==> src/rtl/shared_reg_arbiter.sv <==
// Round-robin arbiter and write sequencer for a single shared register.
// One write per two cycles: ARB picks a requester, WRITE commits its lane or aborts if it withdrew.
module shared_reg_arbiter #(
  parameter int NREQ  = 4,
  parameter int WIDTH = 8,
  localparam int SRCW = $clog2(NREQ)
) (
  input  logic                  clk,
  input  logic                  rst,
  input  logic [NREQ-1:0]       req,
  input  logic [NREQ*WIDTH-1:0] din,
  output logic [NREQ-1:0]       gnt,
  output logic [NREQ-1:0]       ack,
  output logic [WIDTH-1:0]      q,
  output logic [SRCW-1:0]       q_src,
  output logic                  busy
);

  typedef enum logic {ARB, WRITE} state_t;

  state_t          state;
  logic [SRCW-1:0] ptr;
  logic [SRCW-1:0] sel;
  logic [SRCW-1:0] sel_nxt;
  logic [SRCW-1:0] cand;
  logic            found;

  // Search starts just past the last committed writer, wrapping modulo NREQ.
  always_comb begin
    sel_nxt = '0;
    found   = 1'b0;
    cand    = '0;
    for (int k = 1; k <= NREQ; k++) begin
      cand = SRCW'((int'(ptr) + k) % NREQ);
      if (!found && req[cand]) begin
        found   = 1'b1;
        sel_nxt = cand;
      end
    end
  end

  always_ff @(posedge clk) begin
    if (rst) begin
      state <= ARB;
      ptr   <= SRCW'(NREQ - 1);
      sel   <= '0;
      gnt   <= '0;
      ack   <= '0;
      q     <= '0;
      q_src <= '0;
      busy  <= 1'b0;
    end else begin
      case (state)
        ARB: begin
          ack <= '0;
          if (found) begin
            sel   <= sel_nxt;
            gnt   <= NREQ'(1) << sel_nxt;
            busy  <= 1'b1;
            state <= WRITE;
          end else begin
            gnt <= '0;
          end
        end
        WRITE: begin
          if (req[sel]) begin
            q     <= din[int'(sel)*WIDTH +: WIDTH];
            q_src <= sel;
            ack   <= NREQ'(1) << sel;
            ptr   <= sel;
          end else begin
            ack <= '0;
          end
          gnt   <= '0;
          busy  <= 1'b0;
          state <= ARB;
        end
        default: begin
          state <= ARB;
          gnt   <= '0;
          ack   <= '0;
          busy  <= 1'b0;
        end
      endcase
    end
  end

endmodule
==> config.mk <==
export PLATFORM = sky130hd
export DESIGN_NAME = shared_reg_arbiter
export DESIGN_NICKNAME = d
export VERILOG_FILES = /design/src/rtl/shared_reg_arbiter.sv
export SDC_FILE = /design/constraint.sdc
export NUM_CORES = 1
export LEC_CHECK = 0
export CAP_MARGIN = 15
export CORE_MARGIN = 8
export CORE_UTILIZATION = 35
export DETAILED_ROUTE_END_ITERATION = 16
export GPL_TIMING_DRIVEN = 0
export HOLD_SLACK_MARGIN = 0.06
export PLACE_DENSITY = 0.71
export SETUP_SLACK_MARGIN = 0.15
export SLEW_MARGIN = 30
export SYNTH_ARGS = -nofsm -noshare
export SYNTH_HDL_FRONTEND = slang
export SYNTH_SLANG_ARGS = --single-unit
==> constraint.sdc <==
create_clock -name clk -period 4.2 [get_ports clk]
set_input_delay 1.26 -clock clk [delete_from_list [all_inputs] [get_ports clk]]
set_output_delay 1.26 -clock clk [all_outputs]
set_load 0.03 [all_outputs]
==> impl_metrics.json <==
{
  "outcome": "finished clean",
  "dp_hpwl_microns": 2580,
  "ir_drop_mv": 0.159,
  "final-setup-viol-count": 0,
  "ys_dominant_reg_cell": "sky130_fd_sc_hd__dfxtp_1",
  "share_seq_of_total_power_pct": 49.6,
  "clk_latency_ns": 0.30,
  "dieArea_sq_um": 5370,
  "r2r_start": "sel[1]",
  "finalWorstPathRequiredPeriod_ns": 2.63,
  "clock_input_transition_at_the_sequential_cells_of_the_worst_setup_and_hold_paths_ns": 0.12,
  "final_max_slew_viol_count": 0,
  "criticalPathCategory": "in -> reg",
  "area_delta_synth_final_pct": 53.9,
  "power.share.combinational_pct": 31.9,
  "yosys.cell_types.count": 29,
  "clk_root_buffer_cell": "sky130_fd_sc_hd__clkbuf_4",
  "power_leakage_nw": 0.649,
  "grt_max_degree": 13,
  "yosys_warnings": 0,
  "worstMarginPinSlew_ns": 0.654,
  "num_antenna_cells": 0,
  "number_of_buffers_inserted_during_clock_tree_synthesis": 3,
  "post_cts_hold_buffer_count": 0,
  "critPathCaptureType": "flip-flop",
  "floorplan.die.height_microns": 73.3,
  "preCtsSetupSlack_ns": 1.29,
  "critical_path.reg2reg.endpoint": "q[1]",
  "worstPathMaxFanout": 5,
  "synthesis.nets": 144,
  "synth-async-reset-ratio_pct": 0,
  "timing.final.hold_violations": 0,
  "io_pins": 57,
  "dr_wl_met3_microns": 413,
  "hp-class": "reg -> reg",
  "final.setup_skew_ns": 0.00179,
  "drt_first_pass_iters": 4,
  "timing.fmax_ghz": 0.380,
  "rows": 20,
  "cts-resized-gates": 0,
  "cts.sink_count": 24,
  "sw_frac_of_total_pct": 28.0,
  "clk_network_pwr_share_pct": 18.4,
  "initial_core_util_pct": 37.3,
  "viasPerCell": 4.98,
  "timing.critical_path.arrival_ns": 2.84,
  "syn_inst": 106,
  "power_density_nw_per_um2": 288,
  "final_wl_microns": 3250,
  "portBuffers": 54,
  "core_sq_um": 3080,
  "antenna_found_initial": 0,
  "share_of_post_route_cells_with_drive_strength_above_1_pct": 9.20,
  "routed_metal_1_wire_length_microns": 1390,
  "cell_internal_power_mw": 0.366,
  "overall_power_consumption_mw": 0.509,
  "cts_tree": "done",
  "timing.critical_path.to": "gnt[0]",
  "most_used_cells_in_the_layout_excluding_fill_and_tap_cells": "sky130_fd_sc_hd__clkdlybuf4s50_1, sky130_fd_sc_hd__dfxtp_1, sky130_fd_sc_hd__nor2_1, sky130_fd_sc_hd__mux2i_1, sky130_fd_sc_hd__nand2_1",
  "syn-cell-area_sq_um": 1150,
  "setup.reg_to_reg.worst_slack_ns": 2.57,
  "p_switching_mw": 0.143,
  "r2r_cells": 4,
  "relSlewSlack_pct": 56.0,
  "drv.max_cap_violation_count": 0,
  "fin_crit_sh_pct": 62.7,
  "gr-total-overflow": 0,
  "via_count_of_the_first_global_routing_pass": 977,
  "most_common_library_cell_in_the_layout_ignoring_fill_and_taps": "sky130_fd_sc_hd__clkdlybuf4s50_1",
  "vias": 1031,
  "tns_ns": 0,
  "ys_seq_elements": 24,
  "final_antenna_net_count": 0,
  "worstSetupStartpointType": "primary input",
  "count_of_flip_flops_with_a_built_in_enable_after_synthesis": 0,
  "cts_setup_buffers": 0,
  "final_critical_path_setup_slack_ns": 1.57,
  "synth_area_per_cell_sq_um": 10.8,
  "launch_point_of_the_worst_path": "req[2]",
  "ctsLongestPathBuffers": 2,
  "synth-seq-area-share_pct": 41.9,
  "top_layer_used": "met3",
  "first_pass_grt_wire_length_microns": 5020,
  "worstPathRequired_ns": 4.41,
  "wl_met2_microns": 1440,
  "groute.usage.overall_pct": 11.8,
  "finalWeightedCongestion": 0.794,
  "rsz0062_at_grt": "no",
  "htree_num_levels": 1,
  "wl_per_cell_microns": 15.7,
  "first_iter_violations": 45,
  "design.final.nets": 203,
  "drc_violations": 0,
  "fp.dieW_microns": 73.3
}
registers in the layout, summed over array words and instances, names as in the netlist:
signal and flops:
q_src 2, sel 2, ptr 2, q 8, gnt 4, state 1, busy 1, ack 4
how the worst min path moves through the flow:
stage | start | end | depth (start not counted)
CTS | busy | busy | 2
global placement | busy | busy | 2
floorplan | state | busy | 1
global route | busy | busy | 2
finish | busy | busy | 2
detailed placement | busy | busy | 2
worst max-delay path, cell delays in order:
cell and delay, ns:
sky130_fd_sc_hd__clkdlybuf4s50_1 0.49, sky130_fd_sc_hd__nor4_1 0.63, sky130_fd_sc_hd__or3_2 0.27, sky130_fd_sc_hd__inv_1 0.05, sky130_fd_sc_hd__and3_1 0.13
Yosys cell counts (all sizes together) (2+ instances only):
| library cell | n | area, sq um |
|---|---|---|
| a211o | 2 | 17.5 |
| a211oi | 2 | 15.0 |
| a21oi | 3 | 15.0 |
| buf | 4 | 35.0 |
| clkbuf | 3 | 11.3 |
| dfxtp | 24 | 480 |
| inv | 3 | 11.3 |
| mux2i | 11 | 110 |
| mux4 | 8 | 195 |
| nand2 | 8 | 30.0 |
| nand3b | 2 | 15.0 |
| nor2 | 16 | 60.1 |
| nor2b | 3 | 18.8 |
| nor3 | 2 | 10.0 |
| nor3b | 3 | 22.5 |
| o21ai | 2 | 10.0 |
cell type report:
type                    count  area [sq um]
plain buffers               7          46.3
clock buffers               3          22.5
fillers                   283          1310
inverters                   3          11.3
multi-input cells          72           609
flip-flops and latches     24           480
well taps                  44          55.1
repair buffers             54           541
per-stage QoR:
stage	hold slack [ns]	instances	cell area [sq um]	utilization, %
after floorplan	0.507	106	1150	-
after global placement	0.448	204	1740	56.6
after detailed placement	0.450	204	1740	56.6
after CTS	0.475	207	1770	57.4
after global routing	0.488	207	1770	57.4
final	0.473	207	1770	57.4
power by group through the flow:
stage               logic, mW  registers (mW)  clock network, mW
finish                  0.162           0.252             0.0938
global route            0.174           0.255              0.110
CTS                     0.164           0.253              0.101
detailed placement      0.163           0.257                  0
global placement        0.160           0.257                  0
floorplan              0.0744           0.276                  0
metal layers:
metal | up-vias | track usage, %
met5 | - | 0
met4 | 0 | 2.00
met3 | 0 | 5.58
met2 | 44 | 19.0
met1 | 485 | 14.2
li1 | 502 | -
logic make-up after synthesis:
family | count (synthesis) | share of synthesized area, %
AO/OA/AOI/OAI | 13 | 8.51
buffers and inverters | 10 | 5.02
flip-flops | 24 | 41.9
multiplexers | 20 | 27.9
AND/OR/NAND/NOR | 39 | 16.7
(Power assumes the default switching activity.)
